--- config.mk ---
export PLATFORM = sky130hd
export DESIGN_NAME = store_buffer
export DESIGN_NICKNAME = d
export VERILOG_FILES = /design/src/rtl/mem_pkg.sv /design/src/rtl/sb_addr_match.sv /design/src/rtl/store_buffer.sv
export SDC_FILE = /design/constraint.sdc
export NUM_CORES = 1
export LEC_CHECK = 0
export CAP_MARGIN = 20
export CORE_MARGIN = 10
export CORE_UTILIZATION = 59
export DETAILED_ROUTE_END_ITERATION = 6
export PLACE_DENSITY = 0.84
export SYNTH_ARGS = -nofsm -noshare
export SYNTH_HDL_FRONTEND = slang
export SYNTH_SLANG_ARGS = --single-unit
--- constraint.sdc ---
create_clock -name clk -period 5.6 [get_ports clk]
set_clock_uncertainty 0.15 [all_clocks]
set_input_delay 1.12 -clock clk [delete_from_list [all_inputs] [get_ports clk]]
set_output_delay 1.12 -clock clk [all_outputs]
set_load 0.02 [all_outputs]
--- src/rtl/mem_pkg.sv ---
// Shared memory-path definitions: store encodings, byte-enable width and the
// layout of one posted-write entry at the default 32-bit address/data widths.
package mem_pkg;

    localparam int ADDR_W = 32;
    localparam int DATA_W = 32;
    localparam int BE_W   = DATA_W / 8;
    localparam int WORD_W = ADDR_W - 2;

    typedef enum logic [1:0] {
        SB = 2'b00,
        SH = 2'b01,
        SW = 2'b10
    } store_type_t;

    typedef struct packed {
        logic [WORD_W-1:0] word_addr;
        logic [DATA_W-1:0] data;
        logic [BE_W-1:0]   be;
    } sb_entry_t;

endpackage

--- src/rtl/sb_addr_match.sv ---
// Word-address comparator array: one comparator per buffer entry, qualified by
// the entry valid mask and OR-reduced into a single hit.
module sb_addr_match #(
    parameter int DEPTH  = 4,
    parameter int WORD_W = 30
) (
    input  logic [WORD_W-1:0] entry_word [DEPTH],
    input  logic [DEPTH-1:0]  entry_valid,
    input  logic [WORD_W-1:0] probe_word,
    output logic              hit
);

    logic [DEPTH-1:0] match;

    always_comb begin
        match = '0;
        for (int i = 0; i < DEPTH; i++) begin
            match[i] = entry_valid[i] && (entry_word[i] == probe_word);
        end
    end

    assign hit = |match;

endmodule

--- src/rtl/store_buffer.sv ---
// Posted-write buffer: in-order FIFO of store beats drained to the data-memory
// write port, with a word-granular load/store conflict flag for the hazard unit.
module store_buffer
    import mem_pkg::*;
#(
    parameter int DEPTH  = 4,
    parameter int ADDR_W = mem_pkg::ADDR_W,
    parameter int DATA_W = mem_pkg::DATA_W
) (
    input  logic                       clk,
    input  logic                       rst,
    input  logic                       st_valid,
    output logic                       st_ready,
    input  logic [ADDR_W-1:0]          st_addr,
    input  logic [DATA_W-1:0]          st_data,
    input  logic [DATA_W/8-1:0]        st_be,
    input  logic                       ld_check,
    input  logic [ADDR_W-1:0]          ld_addr,
    output logic                       ld_conflict,
    output logic                       mem_req,
    output logic [ADDR_W-1:0]          mem_addr,
    output logic [DATA_W-1:0]          mem_wdata,
    output logic [DATA_W/8-1:0]        mem_be,
    input  logic                       mem_ack,
    output logic                       sb_empty,
    output logic [$clog2(DEPTH):0]     sb_count
);

    localparam int PTR_W = $clog2(DEPTH);
    localparam int CNT_W = PTR_W + 1;
    localparam int BEW   = DATA_W / 8;
    localparam int WW    = ADDR_W - 2;

    logic [WW-1:0]     word_q [DEPTH];
    logic [DATA_W-1:0] data_q [DEPTH];
    logic [BEW-1:0]    be_q   [DEPTH];
    logic [DEPTH-1:0]  valid_q;
    logic [PTR_W-1:0]  rd_ptr;
    logic [PTR_W-1:0]  wr_ptr;
    logic [CNT_W-1:0]  count;

    logic full, empty, accept, push, pop, entry_hit, beat_hit;
    logic unused_low_bits;

    // Handshakes: a store beat transfers on st_valid && st_ready; a memory write
    // completes on mem_req && mem_ack. Neither side may retract an offer, and the
    // head entry is held stable while mem_req is high without mem_ack.
    assign full     = (count == CNT_W'(DEPTH));
    assign empty    = (count == '0);
    assign st_ready = !full && !rst;
    assign accept   = st_valid && st_ready;
    assign push     = accept && (|st_be);
    assign pop      = !empty && mem_ack;

    always_ff @(posedge clk) begin
        if (rst) begin
            rd_ptr  <= '0;
            wr_ptr  <= '0;
            count   <= '0;
            valid_q <= '0;
        end else begin
            if (push) begin
                valid_q[wr_ptr] <= 1'b1;
                wr_ptr          <= wr_ptr + 1'b1;
            end
            if (pop) begin
                valid_q[rd_ptr] <= 1'b0;
                rd_ptr          <= rd_ptr + 1'b1;
            end
            count <= count + CNT_W'(push) - CNT_W'(pop);
        end
    end

    // Payload storage needs no reset; outputs are gated by empty instead.
    always_ff @(posedge clk) begin
        if (push) begin
            word_q[wr_ptr] <= st_addr[ADDR_W-1:2];
            data_q[wr_ptr] <= st_data;
            be_q[wr_ptr]   <= st_be;
        end
    end

    assign mem_req   = !empty;
    assign mem_addr  = empty ? '0 : {word_q[rd_ptr], 2'b00};
    assign mem_wdata = empty ? '0 : data_q[rd_ptr];
    assign mem_be    = empty ? '0 : be_q[rd_ptr];
    assign sb_empty  = empty;
    assign sb_count  = count;

    sb_addr_match #(
        .DEPTH  (DEPTH),
        .WORD_W (WW)
    ) u_match (
        .entry_word  (word_q),
        .entry_valid (valid_q),
        .probe_word  (ld_addr[ADDR_W-1:2]),
        .hit         (entry_hit)
    );

    assign beat_hit    = push && (st_addr[ADDR_W-1:2] == ld_addr[ADDR_W-1:2]);
    assign ld_conflict = ld_check && (entry_hit || beat_hit);

    assign unused_low_bits = ^{st_addr[1:0], ld_addr[1:0]};

endmodule

==> results.json <==
{
  "io_buffers": 173,
  "grt_overflow": 0,
  "min_from": "valid_q[2]",
  "ys_seq_area_share_pct": 66.2,
  "ctsResizeCount": 0,
  "power.clock.fraction_pct": 30.1,
  "p_int_mw": 4.67,
  "root_buffer": "clkbuf_16",
  "cp_common_cell": "clkdlybuf4s50_1",
  "grt_max_degree": 70,
  "crit_chain": "clkdlybuf4s50_1 > xnor2_1 > nand4_1 > nor4_1 > nand3_1 > a41oi_1 > clkdlybuf4s50_1",
  "combinationalPowerShare_pct": 31.9,
  "routedWlPerCell_um": 25.3,
  "final_cells": 1166,
  "cts_max_level": 1,
  "cp-end-kind": "primary output",
  "swShare_pct": 29.7,
  "syn-cell-area_sq_um": 12400,
  "slew_headroom_pct": 28.6,
  "fin_crit_sh_pct": 91.7,
  "gp_congestion": 0.874,
  "cts_tree": "built",
  "period_needed_ps": 5140,
  "clkLatencyLatePin_ps": 540,
  "antenna_found_initial": 3,
  "grt_usage_pct": 21.5,
  "pin_count": 180,
  "slowest_delay_ps": 690,
  "p_per_area_nw_per_um2": 436,
  "drive_above_1_share_pct": 14.0,
  "regArea_sq_um": 8190,
  "cp-start-kind": "input pin",
  "grt_pass1_wl_um": 44400,
  "hp-class": "flop to flop",
  "worst_pin_slew_ps": 1070,
  "dp_hpwl_um": 19500,
  "finalHoldViolations": 0,
  "drt_first_iter_violations": 587,
  "slowest_stage": "clkdlybuf4s50_1",
  "reg2reg_from": "sb_count[2]",
  "synth_seq_cells": 277,
  "synthCells": 722,
  "async_reset_ff_share_pct": 0,
  "core_sq_um": 20400,
  "switchingPower_mw": 1.97,
  "final.setup.tns_ps": 0,
  "routed-via-count": 6850,
  "timing.hold.ws_ps": 344,
  "post_synth_num_cell_types": 32,
  "rsz0062_at_grt": "false",
  "dieWidth_um": 165,
  "core.rowCount": 52,
  "clk_path_buf_depth": 3,
  "synth_edf_count": 264,
  "path_class": "input pin to primary output",
  "drt-total-wl_um": 29500,
  "r2r-end": "sb_count[2]",
  "cts_setup_buffers": 0,
  "final_antenna_net_count": 0,
  "dp_cells": 1112,
  "holdPathStages": 1,
  "outcome": "completed",
  "worstPathArrival_ps": 3870,
  "fmax_mhz": 195,
  "die_h_um": 165,
  "p_seq_share_pct": 38.0,
  "ys.warnings.count": 0,
  "via_per_inst": 5.87,
  "worstPathRequired_ps": 4330,
  "setup_violations": 0,
  "nets": 987,
  "path_clk_slew_ps": 60,
  "reg2reg_slack_ps": 2500,
  "areaGrowthSynthToFinish_pct": 23.1,
  "holdBufCountCts": 0,
  "avgSynthCellArea_sq_um": 17.1,
  "floorplan.die_area_sq_um": 27100,
  "final_util_pct": 74.5,
  "final_cell_area_sq_um": 15200,
  "grt_pass1_vias": 7453,
  "dp_worst_setup_slack_ps": 567,
  "maxCapViolations": 0,
  "initial_utilization_pct": 60.5,
  "drc": 0,
  "clock_sinks": 277,
  "layout_setup_ws_ps": 463,
  "r2r_cells": 9,
  "p_leak_nw": 4.76,
  "fillers": 1199,
  "multi_input_area_sq_um": 3910,
  "maxSlewViolCount": 0,
  "power.total_mw": 6.64,
  "min_to": "valid_q[2]",
  "max-vdd-ir-drop_mv": 0.386,
  "dr.pass1.iters": 4,
  "cp_max_fo": 5,
  "placed_cell_area_sq_um": 14200,
  "cts_buffers": 28,
  "synth-main-ff-cell": "edfxtp_1"
}
[final cells by class]
cell class	instances	share of cell area, %
flip-flops and latches	277	53.8
repair buffers	176	11.5
inverters	7	0.173
well taps	270	2.22
clock buffers	34	4.88
diodes	2	0.0329
clock inverters	18	1.70
multi-input cells	382	25.7
[cells in the final DEF, fill, tap and decap left out, types with 2 or more instances in the layout]
master           instances
diode_2                  2
bufinv_16                6
conb_1                   2
dfxtp_1                  9
o21a_1                   4
mux4_2                  66
nor4_1                  14
nor2_1                   8
dfxtp_2                  4
buf_4                    3
nand4_1                 33
clkinv_2                 7
and2_4                   4
xor2_1                  23
a21oi_1                  6
clkinvlp_4               2
xnor2_1                132
clkbuf_8                 2
edfxtp_1               264
clkbuf_1                 4
inv_1                    7
clkbuf_16               28
clkdlybuf4s50_1        173
and2_1                  67
nand3_1                  3
ha_1                     9
nor2b_1                  2
[synthesized netlist by cell type (2+ instances only)]
master    number  area, sq um
a21oi_1        6         30.0
and2_1        67          419
and2_4         4         35.0
buf_1          6         22.5
buf_2          6         30.0
buf_4          5         37.5
clkbuf_1      38          143
dfxtp_1       13          260
edfxtp_1     264         7930
ha_1           9          113
inv_1          7         26.3
mux4_2        66         1490
nand3_1        3         15.0
nand4_1       33          206
nor2_1         8         30.0
nor2b_1        2         12.5
nor4_1        14         87.6
o21a_1         4         30.0
xnor2_1      132         1160
xor2_1        23          201
[metal layers]
layer / global-route usage, % / part of all wire [%] / wire (um) / vias to the layer above
li1: - / - / - / 3023
met2: 35.7 / 49 / 14400 / 324
met3: 6.62 / 10 / 3080 / 57
met5: 0 / 0.085 / 25 / -
met1: 26.6 / 38 / 11100 / 3442
met4: 6.96 / 2.9 / 857 / 4
[flip-flops by register name (all words and copies together), names as in the netlist, named ones only]
signal and count:
be_q 16, sb_count 3, rd_ptr 2, valid_q 4
word_q 120, wr_ptr 2, data_q 128
[worst max-delay path by stage]
stage                     start     endpoint  slack (ps)
finish              ld_addr[20]  ld_conflict         460
global route        ld_addr[17]  ld_conflict         410
CTS                 ld_addr[11]  ld_conflict         550
detailed placement  ld_addr[17]  ld_conflict         570
global placement    ld_addr[15]  ld_conflict         650
floorplan           ld_addr[26]  ld_conflict        1890
[power groups by stage]
| stage | combinational [mW] | sequential, mW | clock [mW] |
|---|---|---|---|
| floorplan | 1.29 | 2.46 | 0 |
| global placement | 2.09 | 2.56 | 0 |
| detailed placement | 2.12 | 2.57 | 0 |
| CTS | 2.15 | 2.53 | 2.01 |
| global route | 2.24 | 2.55 | 2.11 |
| finish | 2.12 | 2.53 | 2.00 |
[critical path, delay by kind of cell]
kind / cells / cell delay [ps]
buffers and inverters: 2 / 1230
xor gates and xnor gates: 1 / 310
AOI/OAI and AO/OA: 1 / 420
and+or+nand+nor: 3 / 790
[kinds of logic (layout without fill, tap and decap cells)]
kind of cell             after synthesis  count (layout)  share of synthesized area, %
multiplexers                          67              67                          12.1
flip-flops                           277             277                          66.2
buffers and inverters                 64             235                          2.23
XOR/XNOR                             155             155                          11.0
AND/OR/NAND/NOR                      136             136                          6.76
adder cells (fa/ha/maj)               10              10                          1.07
other                                  1               4                        0.0303
AO/OA/AOI/OAI                         12              12                         0.617
(Power assumes the default switching activity.)
